## src/rtl/rbr_pkg.sv

```systemverilog
// Shared types for the redundant-binary online datapath: signed digits and the
// on-the-fly converter state encoding.
package rbr_pkg;

  typedef struct packed {
    logic plus;
    logic minus;
  } signed_digit;

  typedef enum logic [1:0] {
    IDLE    = 2'd0,
    SKIP    = 2'd1,
    CONVERT = 2'd2,
    DONE    = 2'd3
  } otf_state_t;

  // {0,0} and {1,1} both encode zero
  function automatic logic signed [1:0] sd_value(signed_digit d);
    case ({d.plus, d.minus})
      2'b10:   return 2'sd1;
      2'b01:   return -2'sd1;
      default: return 2'sd0;
    endcase
  endfunction

endpackage

```

## src/rtl/otf_append.sv

```systemverilog
// One on-the-fly conversion step: appends digit d to the Q / QM (= Q - ulp) pair.
module otf_append
  import rbr_pkg::*;
#(
  parameter int W = 33
) (
  input  logic [W-1:0] q,
  input  logic [W-1:0] qm,
  input  signed_digit  d,
  output logic [W-1:0] q_next,
  output logic [W-1:0] qm_next
);

  logic signed [1:0] v;

  always_comb begin
    v       = sd_value(d);
    q_next  = {q[W-2:0], 1'b0};
    qm_next = {qm[W-2:0], 1'b1};
    if (v == 2'sd1) begin
      q_next  = {q[W-2:0], 1'b1};
      qm_next = {q[W-2:0], 1'b0};
    end else if (v == -2'sd1) begin
      q_next  = {qm[W-2:0], 1'b1};
      qm_next = {qm[W-2:0], 1'b0};
    end
  end

endmodule

```

## src/rtl/online_otf_convert.sv

```systemverilog
// On-the-fly converter: signed-digit MSD-first stream -> two's-complement fraction.
// Optional macro OTF_PROTOCOL_CHECK_EN enables the sticky err flag (nonzero digit in SKIP).
module online_otf_convert
  import rbr_pkg::*;
#(
  parameter int WIDTH = 32,
  parameter int DELAY = 3
) (
  input  logic             clk,
  input  logic             rst_n,
  input  logic             en,
  input  logic             start,
  input  signed_digit      z,
  output logic             busy,
  output logic             out_valid,
  input  logic             out_ready,
  output logic [WIDTH:0]   result,
  output logic             err
);

  localparam int CMAX = (WIDTH > DELAY) ? WIDTH : DELAY;
  localparam int CW   = (CMAX < 2) ? 1 : $clog2(CMAX);
  localparam logic [CW-1:0] LAST_SKIP = CW'(DELAY - 1);
  localparam logic [CW-1:0] LAST_CONV = CW'(WIDTH - 1);
  localparam otf_state_t    FIRST_ST  = (DELAY == 0) ? CONVERT : SKIP;

  otf_state_t    state;
  logic [CW-1:0] cnt;
  logic [WIDTH:0] q_r, qm_r, q_nx, qm_nx;
  logic          launch;

  otf_append #(.W(WIDTH + 1)) u_append (
    .q       (q_r),
    .qm      (qm_r),
    .d       (z),
    .q_next  (q_nx),
    .qm_next (qm_nx)
  );

  // a restart is honoured from IDLE, or from DONE only together with acceptance
  assign launch = en && start && ((state == IDLE) || ((state == DONE) && out_ready));

  always_ff @(posedge clk) begin
    if (!rst_n) begin
      state  <= IDLE;
      cnt    <= '0;
      q_r    <= '0;
      qm_r   <= '1;
      result <= '0;
    end else if (launch) begin
      state <= FIRST_ST;
      cnt   <= '0;
      q_r   <= '0;
      qm_r  <= '1;
    end else begin
      case (state)
        SKIP: if (en) begin
          if (cnt == LAST_SKIP) begin
            state <= CONVERT;
            cnt   <= '0;
          end else begin
            cnt <= cnt + 1'b1;
          end
        end
        CONVERT: if (en) begin
          q_r  <= q_nx;
          qm_r <= qm_nx;
          if (cnt == LAST_CONV) begin
            state  <= DONE;
            result <= q_nx;
            cnt    <= '0;
          end else begin
            cnt <= cnt + 1'b1;
          end
        end
        DONE: if (out_ready) state <= IDLE;
        default: ;
      endcase
    end
  end

  assign busy      = (state != IDLE);
  assign out_valid = (state == DONE);

`ifdef OTF_PROTOCOL_CHECK_EN
  always_ff @(posedge clk) begin
    if (!rst_n)
      err <= 1'b0;
    else if ((state == SKIP) && en && (sd_value(z) != 2'sd0))
      err <= 1'b1;
  end
`else
  assign err = 1'b0;
`endif

endmodule

```

## config.mk

```make
export PLATFORM = sky130hd
export DESIGN_NAME = online_otf_convert
export DESIGN_NICKNAME = d
export VERILOG_FILES = /design/src/rtl/rbr_pkg.sv /design/src/rtl/otf_append.sv /design/src/rtl/online_otf_convert.sv
export SDC_FILE = /design/constraint.sdc
export NUM_CORES = 1
export LEC_CHECK = 0
export CAP_MARGIN = 10
export CORE_MARGIN = 4
export CORE_UTILIZATION = 52
export CTS_CLUSTER_SIZE = 28
export DETAILED_ROUTE_END_ITERATION = 12
export GPL_TIMING_DRIVEN = 0
export PLACE_DENSITY_LB_ADDON = 0.08
export RECOVER_POWER = 50
export SETUP_SLACK_MARGIN = 0.05
export SLEW_MARGIN = 20
export SYNTH_ARGS = -nofsm -noshare
export SYNTH_HDL_FRONTEND = slang
export SYNTH_HIERARCHICAL = 1
export SYNTH_SLANG_ARGS = --single-unit
```

## constraint.sdc

```tcl
create_clock -name clk -period 1.85 [get_ports clk]
set_clock_uncertainty 0.1 [all_clocks]
set_input_delay 0.2775 -clock clk [delete_from_list [all_inputs] [get_ports clk]]
set_output_delay 0.2775 -clock clk [all_outputs]
set_load 0.005 [all_outputs]
```

==> key figures, run 1 <==
Setup path
  – CP most frequent cell: o311ai_1
  – Crit path kind: register to register
  – Critical path launch point type: register
  – Crit-path slowest cell: or4b_4
  – CP max FO: 4
  – Worst path cell trace: inv_2 > ha_1 > or4b_4 > o21a_4 > o311ai_1 > o311ai_1
  – Worst endpoint data arrival time: around 2000 ps
  – Max incr delay on CP: approximately 470 ps
  – Register-to-register setup slack: -110 ps
  – Setup crit end kind: register
  – Worst endpoint required time: 1950 ps

Timing
  – Final WS setup: -109.0 ps
  – Fin crit period: roughly 2000 ps
  – Worst slew pin tran: about 600 ps
  – Rel. slew slack: between 50% and 60%
  – Setup violations, final: 3
  – Fmax: about 510 MHz
  – Max Slew Vio Count: 0
  – Final period util: 105.9%
  – RSZ-0062 raised after global routing: yes
  – Hold violation total from the final report: 0

Clock tree
  – Root Driver: clkbuf_8
  – Clock latency on the worst-skew pair: 370 ps
  – CTS Buf Count: 9
  – CTS H-tree depth: 3
  – Sink Count: about 100
  – CTS Buffer Depth: 2
  – Reg clk slew, reported paths: 100 ps
  – CTS tree: built

Power
  – Lkg Pwr: roughly 2.4 nW
  – Peak VDD IR: a little over 0.0004 V
  – Pwr/cell area: slightly below 800 nW/um^2

Drt
  – DRT iter0 DRCs: 179
  – Vias/cell: 5.341
  – Post-DRT Antenna Nets: 0
  – Routed len/inst: 15.07 um
  – Routed WL: 11180 um
  – DRC violation count after routing: 0
  – Drt pass-1 iters: 4
  – Via count: between 3000 and 4000

Place
  – Placed Cells: about 720
  – Placement Setup Slack: -571.7 ps
  – Placed Area: roughly 5500 um^2
  – IO buf count: 41
  – Post-detail-place hpwl: 7467 um
  – Placer Congestion: slightly above 0.8

Global route
  – Pin count of the biggest net entering global routing: 18
  – First-pass GRT wire length: 18440 um
  – Initial antenna violation count: 0
  – Overall Global Routing Usage: 20.36%
  – Total gr overflow: 0
  – Vias in the first global route: a little under 4000

Floorplan
  – Boundary Pins: 43
  – Row cnt: 35
  – Die area: ~11000 um^2
  – Core ar.: roughly 9200 um^2
  – Die Span Y: approximately 100 um
  – Initial core utilization: a little over half
  – Die Width: around 100 um

Run status
  – Status: finished, violations left
  – Failing checks: negative setup slack

Cells and area
  – Fin nets: 643
  – Area of the multi-input gates: 2631 um^2
  – FILL cells: 786
  – Syn-to-layout area delta: 22.03%
  – Share of cells above drive strength 1: between 20% and 30%
  – Finished Layout Cells: around 740
  – Fin util: between 60% and 70%
  – Storage element area: 2090 um^2
  – Antenna diodes: 0
  – Finished Cell Area: 5959 um^2

Synth
  – Post-Synthesis Cells: 563
  – Avg Inst Size Synth: just under 9 um^2
  – Ys Warns: 6
  – Synthesized area: between 4000 and 5000 um^2
  – Net Count, Synth: 580

Worst hold path
  – Worst hold path type: register to register

Job
  – Max-Cap Viols: 0
cell type report:
type | count | area share (%)
Tap cell | 111 | 2.330
Clock buffer | 11 | 2.540
Multi-Input combinational cell | 409 | 44.15
Sequential cell | 104 | 35.06
Timing Repair Buffer | 53 | 8.797
Clock inverter | 5 | 0.6508
Buffer | 40 | 5.900
Inverter | 9 | 0.5669
state kept, by name (all words and copies together) (netlist names):
signal	cells
qm_r	32
cnt	5
state	2
result	33
q_r	32
routing by layer:
metal	vias to the layer above	GRT usage (%)	wire length, um
met1	1882	27.21	5224
met4	0	6.279	130
met3	11	2.779	364
met2	76	34.14	5461
met5	-	0	0
li1	1994	-	-
report_power, final:
group	switching, mW	internal [mW]
clock network	0.810	0.574
logic	0.462	0.428
registers	0.0722	2.33
critical path: cells and delay by family (launching register included):
kind,cells,cell delay (ps)
compound gates,3,720
fa+ha+maj,1,120
buf+inv,1,40
flops,1,350
simple gates,1,470
cells in the final DEF, fill, tap and decap left out, types with 3 or more instances in the layout:
master,n
a21boi_0,9
a21boi_1,25
a21oi_1,35
buf_12,3
buf_4,15
buf_6,11
clkbuf_1,6
clkbuf_2,9
clkbuf_4,3
clkbuf_8,12
clkdlybuf4s50_1,39
dfxtp_1,100
dfxtp_2,3
ha_1,5
ha_4,4
inv_1,6
inv_2,3
mux2_2,33
mux2_4,30
nand2_1,201
nand3_1,35
timing repair:
action / in CTS / in global routing
setup buffers: 6 / 5
endpoints found under the setup margin: 106 / 92
resized for setup: 53 / 49
cloned: 1 / 1
hold buffers: 0 / 0
pin swaps: 4 / 17
final timing paths:
path	start	endpoint	depth (start not counted)
worst max-delay path	cnt[0]$_SDFFE_PP0P_	state[0]$_SDFFE_PN0P_	6
worst max register to register	cnt[0]$_SDFFE_PP0P_	state[0]$_SDFFE_PN0P_	6
worst min register to register	result[1]$_SDFFE_PN0P_	result[1]$_SDFFE_PN0P_	2
worst min-delay path	result[1]$_SDFFE_PN0P_	result[1]$_SDFFE_PN0P_	2
per-stage QoR:
step	power [mW]	hold slack [ps]	TNS [ps]
2_1_floorplan	3.014	330.9	0
3_3_place_gp	3.190	351.1	-42890
3_5_place_dp	3.207	357.0	-45200
4_1_cts	4.617	371.6	-239.6
5_1_grt	4.892	375.2	-705.1
6_report	4.673	356.6	-216.6
(Power assumes the default switching activity.)
==> run 2: changes to the inputs <==
--- a/config.mk
+++ b/config.mk
@@ -7,15 +7,13 @@
 export LEC_CHECK = 0
 export CAP_MARGIN = 10
 export CORE_MARGIN = 4
-export CORE_UTILIZATION = 52
+export CORE_UTILIZATION = 51
 export CTS_CLUSTER_SIZE = 28
 export DETAILED_ROUTE_END_ITERATION = 12
 export GPL_TIMING_DRIVEN = 0
 export PLACE_DENSITY_LB_ADDON = 0.08
-export RECOVER_POWER = 50
 export SETUP_SLACK_MARGIN = 0.05
 export SLEW_MARGIN = 20
 export SYNTH_ARGS = -nofsm -noshare
 export SYNTH_HDL_FRONTEND = slang
-export SYNTH_HIERARCHICAL = 1
 export SYNTH_SLANG_ARGS = --single-unit
==> constraint.sdc (replaced) <==
create_clock -name clk -period 1.85 [get_ports clk]
set_clock_uncertainty 0.1 [all_clocks]
set_input_delay 0.185 -clock clk [delete_from_list [all_inputs] [get_ports clk]]
set_output_delay 0.185 -clock clk [all_outputs]
set_load 0.005 [all_outputs]
==> key figures, run 2 <==
Power
  – P_sw: between 1 and 1.5 mW
  – Net Sw Frac: between 30% and 40%
  – Int Pwr: between 3 and 4 mW
  – Pwr/cell area: 809.0 nW/um^2
  – Lkg Pwr: around 2.2 nW
  – Final Power: around 4.7 mW
  – Clock power share: between 20% and 30%
  – Reg power frac: a little over half
  – Power share of the combinational group: 20.1%
  – Peak VDD IR: 0.0003972 V

Setup path
  – Register-to-register setup slack: -210 ps
  – Buf+Inv Stages, Crit Path: 2
  – CP max FO: 3
  – Worst r2r dst: cnt[2]$_SDFFE_PP0P_
  – Worst path cell trace: inv_1 > ha_1 > or4b_4 > buf_4 > o21ai_0 > o21ai_0 > a31o_2
  – Worst endpoint required time: between 2000 and 2500 ps
  – Worst endpoint data arrival time: between 2000 and 2500 ps
  – Reg2reg path depth: 7
  – Crit-path slowest cell: or4b_4
  – Setup crit end kind: register
  – CP most frequent cell: o21ai_0
  – Critical path launch point type: register
  – Top Family by Delay on Critical Path: compound AO/OA/AOI/OAI gates
  – Max incr delay on CP: ~460 ps
  – Crit path kind: register to register
  – Reg2Reg Launch Point: cnt[0]$_SDFFE_PP0P_

Drt
  – Vias/cell: between 5 and 6
  – DRC violation count after routing: 0
  – Routed len/inst: 17.08 um
  – Drt pass-1 iters: 4
  – DRT iter0 DRCs: between 90 and 100
  – Routed WL: 10930 um
  – Via count: 3691
  – Post-DRT Antenna Nets: 0

Global route
  – Pin count of the biggest net entering global routing: 17
  – Vias in the first global route: around 3600
  – Initial antenna violation count: 0
  – Total gr overflow: 0
  – Grt met3 use: roughly 2.6%
  – First-pass GRT wire length: roughly 18000 um
  – GR Util met1: approximately 30%
  – GRT Max-Usage Layer: met2
  – Overall Global Routing Usage: approximately 22%
  – M2 GR Usage: roughly 35%

Floorplan
  – Core ar.: around 8300 um^2
  – Die area: 10150 um^2
  – Boundary Pins: 43
  – Die Span Y: slightly above 100 um
  – Initial core utilization: approximately 53%
  – Row cnt: 33
  – Die Width: a little over 100 um

Cells and area
  – Most frequent cells in the layout: 100 x dfxtp_1, 63 x mux2i_1, 59 x nor2_1
  – Most common cell after layout, fill and taps aside: dfxtp_1
  – Max reg flops: 33
  – Antenna diodes: 0
  – FILL cells: approximately 670
  – Syn-to-layout area delta: 32.50%
  – Share of cells above drive strength 1: between 20% and 30%
  – Fin nets: 548
  – Biggest regs: result (33), q_r (32), qm_r (32)
  – Largest register by flop count: result

Run status
  – Status: finished, violations left
  – Failing checks: negative setup slack

Clock tree
  – Sink Count: around 100
  – Root Driver: clkbuf_8
  – CTS Buffer Depth: 2
  – Clock latency on the worst-skew pair: 370 ps
  – Reg clk slew, reported paths: about 100 ps
  – CTS Buf Count: 9
  – Post-CTS Hold Buffers: 0
  – CTS H-tree depth: 3
  – CTS tree: built

Synth
  – Most frequently used flop master after synthesis: dfxtp_1
  – Top area cells in the synthesized netlist: dfxtp_1 47%, mux2i_1 15%, a211oi_1 11%, nor2_1 5.8%, o211ai_1 5.6%
  – Top-count cell post-synth: dfxtp_1
  – Number of synthesized register bits: around 100
  – Number of synthesized flops with an enable pin: 0
  – Post-synth top cells: 104 x dfxtp_1, 68 x nor2_1, 64 x a211oi_1, 64 x mux2i_1, 36 x nand2_1
  – Async set-reset flop share out of synthesis: 0%
  – Sequential element share of the synthesized area: between 40% and 50%
  – Unique masters post-synth: 34
  – Share of the synthesized area in the top cell type: 47.43%
  – Avg Inst Size Synth: between 9 and 10 um^2
  – Largest area contributor in the netlist: dfxtp_1
  – Ys Warns: 0
  – Synthesized area: ~4400 um^2
  – Post-Synthesis Cells: approximately 460
  – Net Count, Synth: ~480

Timing
  – Final period util: 111.3%
  – Final setup TNS: -6480 ps
  – Hold violation total from the final report: 0
  – Worst slew pin tran: approximately 740 ps
  – RSZ-0062 raised after global routing: yes
  – Rel. slew slack: ~51%
  – Max Slew Vio Count: 0
  – Final WS setup: -208.9 ps
  – Fin crit period: between 2000 and 2500 ps
  – Fmax: 485.7 MHz
  – Setup violations, final: roughly 70

Worst hold path
  – Worst hold start: en
  – Min-Delay Endpoint: state[0]$_SDFFE_PN0P_
  – Hold path depth: 3
  – Worst hold path type: primary input to register

Job
  – Max-Cap Viols: 0

Place
  – IO buf count: 40
  – Placer Congestion: around 0.81
  – Post-detail-place hpwl: between 7000 and 8000 um
run 2: per-stage QoR:
stage               hold slack (ps)  setup slack, ps  cells  util, %  cell area (um^2)
finish                        187.8           -208.9    640    70.07              5816
detailed placement            379.8           -662.8    607    59.67              4952
global placement              366.1           -647.6    607    59.67              4952
floorplan                     252.4            14.50    462        -              4420
global route                  197.7           -364.7    640    70.07              5816
CTS                           162.4           -123.0    634    65.82              5463
run 2: layer usage:
metal  routed length [um]  part of all wire [%]
met1                 5191                    47
met2                 5239                    48
met3                  309                   2.8
met4                  192                   1.8
met5                    0                     0
run 2: tightest hold or removal path, cell delays in order:
cell and delay (ps):
clkbuf_1 200, nand4_1 150, o311ai_1 90
run 2: power by group through the flow:
stage / clock [mW] / sequential, mW / combinational (mW)
floorplan: 0 / 2.48 / 0.555
global placement: 0 / 2.50 / 0.723
detailed placement: 0 / 2.50 / 0.737
CTS: 1.31 / 2.45 / 0.828
global route: 1.41 / 2.48 / 1.04
finish: 1.29 / 2.47 / 0.947
run 2: area by class of cell:
type	count	area, um^2	area share (%)
Multi-Input combinational cell	308	2434	41.85
Timing Repair Buffer	59	601.8	10.35
Sequential cell	104	2097	36.06
Clock inverter	4	31.28	0.5379
Inverter	9	33.78	0.5809
Tap cell	105	131.4	2.259
Buffer	41	349.1	6.003
Clock buffer	10	137.6	2.367
run 2: kinds of logic after synthesis:
kind of cell               share of synthesized area, %
AOI/OAI and AO/OA                                 19.76
adders and majority gates                         2.566
buffers and inverters                             4.532
DFF                                               47.43
muxes                                             14.85
other                                           0.08544
and+or+nand+nor                                   10.78
run 2: worst max-delay path by stage:
stage	slack, ps	to	from	cells after the start
final	-210	cnt[2]$_SDFFE_PP0P_	cnt[0]$_SDFFE_PP0P_	7
after global routing	-360	cnt[2]$_SDFFE_PP0P_	cnt[0]$_SDFFE_PP0P_	7
after detailed placement	-660	q_r[13]$_SDFFE_PP0P_	z[0]	6
after floorplan	10	state[0]$_SDFFE_PN0P_	cnt[0]$_SDFFE_PP0P_	6
after global placement	-650	q_r[13]$_SDFFE_PP0P_	z[0]	6
after CTS	-120	result[32]$_SDFFE_PN0P_	cnt[1]$_SDFFE_PP0P_	9
run 2: what timing repair did:
item,CTS,global route
setup endpoints to repair,106,102
pin swaps,9,16
cloned,2,0
setup buffers,11,6
gates resized for setup,64,88
==> run 3: changes to the inputs <==
--- a/config.mk
+++ b/config.mk
@@ -6,8 +6,9 @@
 export NUM_CORES = 1
 export LEC_CHECK = 0
 export CAP_MARGIN = 10
+export CORE_ASPECT_RATIO = 0.75
 export CORE_MARGIN = 4
-export CORE_UTILIZATION = 51
+export CORE_UTILIZATION = 56
 export CTS_CLUSTER_SIZE = 28
 export DETAILED_ROUTE_END_ITERATION = 12
 export GPL_TIMING_DRIVEN = 0
==> constraint.sdc (replaced) <==
create_clock -name clk -period 2.1 [get_ports clk]
set_clock_uncertainty 0.1 [all_clocks]
set_input_delay 0.21 -clock clk [delete_from_list [all_inputs] [get_ports clk]]
set_output_delay 0.21 -clock clk [all_outputs]
set_load 0.005 [all_outputs]
==> key figures, run 3 (synthesis gave the netlist of run 2 again) <==
Cells and area
  – Max reg flops: 33
  – Largest register by flop count: result
  – Most frequent cells in the layout: 100 x dfxtp_1, 68 x nor2_1, 64 x mux2i_1
  – Finished Cell Area: 5365 um^2
  – Finished Layout Cells: just over 600
  – Fin util: a little under three quarters
  – FILL cells: 580
  – Share of cells above drive strength 1: between 10 and 15%
  – Antenna diodes: 0
  – Most common cell after layout, fill and taps aside: dfxtp_1
  – Syn-to-layout area delta: 22.23%
  – Fin nets: between 500 and 600
  – Biggest regs: result (33), q_r (32), qm_r (32)

Place
  – Post-detail-place hpwl: around 7300 um
  – Placed Area: about 4900 um^2
  – IO buf count: 40
  – Placer Congestion: around 0.85
  – Placed Cells: between 600 and 700

Timing
  – Final period util: roughly 96%
  – Fmax: 497.8 MHz
  – Max Slew Vio Count: 0
  – Final setup TNS: 0 ps
  – Worst slew pin tran: 759.1 ps
  – Rel. slew slack: ~49%
  – Setup violations, final: 0
  – Hold violation total from the final report: 0
  – RSZ-0062 raised after global routing: yes
  – Fin crit period: roughly 2000 ps

Run status
  – Status: finished, final reports clean

Drt
  – Via count: ~3600
  – Vias/cell: about 5.9
  – DRC violation count after routing: 0
  – Drt pass-1 iters: 5
  – DRT iter0 DRCs: roughly 250
  – Post-DRT Antenna Nets: 0
  – Routed len/inst: between 15 and 20 um
  – Routed WL: 10580 um

Setup path
  – Critical path launch point type: register
  – Buf+Inv Stages, Crit Path: 1
  – Worst endpoint data arrival time: ~2200 ps
  – Crit-path slowest cell: or4b_4
  – CP Depth: 6
  – Crit path kind: register to register
  – Top Family by Delay on Critical Path: simple AND/OR/NAND/NOR gates
  – CP max FO: 4
  – Max incr delay on CP: 480 ps
  – Setup crit end kind: register
  – Reg2reg path depth: 6
  – Worst endpoint required time: around 2300 ps
  – Worst path cell trace: buf_4 > ha_1 > or4b_4 > o21a_1 > or4_1 > a21oi_1

Global route
  – Initial antenna violation count: 0
  – Pin count of the biggest net entering global routing: 17
  – GRT Max-Usage Layer: met1
  – GR Util met1: a little over a third
  – First-pass GRT wire length: roughly 18000 um
  – Grt met3 use: approximately 6.2%
  – Total gr overflow: 0
  – Overall Global Routing Usage: between 20% and 30%
  – M2 GR Usage: between 30% and 40%
  – Vias in the first global route: approximately 3500

Floorplan
  – Die Span Y: roughly 85 um
  – Row cnt: 27
  – Die Width: about 110 um
  – Initial core utilization: 58.79%
  – Die area: 9333 um^2
  – Boundary Pins: between 40 and 50
  – Core ar.: roughly 7500 um^2

Power
  – Lkg Pwr: 2.003 nW
  – Net Sw Frac: between 20% and 30%
  – Peak VDD IR: 0.0006064 V
  – P_sw: about 1.2 mW
  – Int Pwr: around 3 mW
  – Clock power share: between 30% and 40%
  – Power share of the combinational group: 16.6%
  – Reg power frac: about 51%
  – Final Power: roughly 4.2 mW
  – Pwr/cell area: about 790 nW/um^2

Clock tree
  – CTS tree: built
  – Reg clk slew, reported paths: 90 ps
  – Sink Count: approximately 100
  – Clock latency on the worst-skew pair: roughly 370 ps
  – CTS Buffer Depth: 2
  – CTS Buf Count: 9
  – Post-CTS Hold Buffers: 0
  – CTS H-tree depth: 3
  – Root Driver: clkbuf_8

Worst hold path
  – Hold path depth: 3
  – Worst hold path type: primary input to register

Job
  – Max-Cap Viols: 0
-- run 3: changes by cell type in the layout (fill, tap and decap cells not counted), sizes merged --
| cell | previous run | this run |
|---|---|---|
| dlygate4sd2 | 1 | 0 |
| clkinvlp | 3 | 2 |
| clkinv | 1 | 2 |
| buf | 33 | 16 |
| clkbuf | 37 | 39 |
| bufinv | 0 | 2 |
| inv | 9 | 8 |
| clkdlybuf4s50 | 39 | 40 |
-- run 3: layout make-up --
| class | count | area, um^2 | share of cell area, % |
|---|---|---|---|
| Timing Repair Buffer | 43 | 426.7 | 7.952 |
| Clock inverter | 5 | 80.08 | 1.493 |
| Clock buffer | 11 | 141.4 | 2.635 |
| Sequential cell | 104 | 2087 | 38.90 |
| Tap cell | 101 | 126.4 | 2.355 |
| Multi-Input combinational cell | 308 | 2231 | 41.58 |
| Inverter | 9 | 33.78 | 0.6297 |
| Buffer | 41 | 239.0 | 4.454 |
-- run 3: stage by stage --
step | worst slack [ps] | hold slack [ps]
floorplan | 95.83 | 281.4
global placement | -387.0 | 364.5
detailed placement | -455.2 | 383.1
CTS | 34.80 | 226.7
global route | 17.85 | 276.8
finish | 91.09 | 259.0
-- run 3: final timing paths --
path                              start               endpoint  slack (ps)
hold reg to reg   qm_r[31]$_SDFFE_PP1P_  qm_r[31]$_SDFFE_PP1P_         400
hold / removal                       en  state[0]$_SDFFE_PN0P_         260
setup reg to reg    cnt[1]$_SDFFE_PP0P_  state[1]$_SDFFE_PP0P_          90
setup / recovery    cnt[1]$_SDFFE_PP0P_  state[1]$_SDFFE_PP0P_          90
-- run 3: layer usage --
metal	share of wire [%]	up-vias
li1	-	1780
met1	49	1741
met2	44	111
met3	6.1	13
met4	1.4	0
met5	0	-
-- run 3: power groups by stage --
stage | registers, mW | clock network, mW | logic [mW]
2_1_floorplan | 2.18 | 0 | 0.487
3_3_place_gp | 2.20 | 0 | 0.634
3_5_place_dp | 2.20 | 0 | 0.653
4_1_cts | 2.16 | 1.39 | 0.662
5_1_grt | 2.18 | 1.46 | 0.785
6_report | 2.17 | 1.37 | 0.706
-- run 3: timing repair --
| item | 4_1_cts | 5_1_grt |
|---|---|---|
| endpoints found under the setup margin | 94 | 101 |
| setup buffers | 2 | 1 |
| pin swaps | 1 | 1 |
| resized for setup | 28 | 52 |
-- run 3: worst register-to-register path, stage by stage (launching register included) --
cell	delay (ps)
dfxtp_2	350
buf_4	120
ha_1	130
or4b_4	480
o21a_1	230
or4_1	410
a21oi_1	130
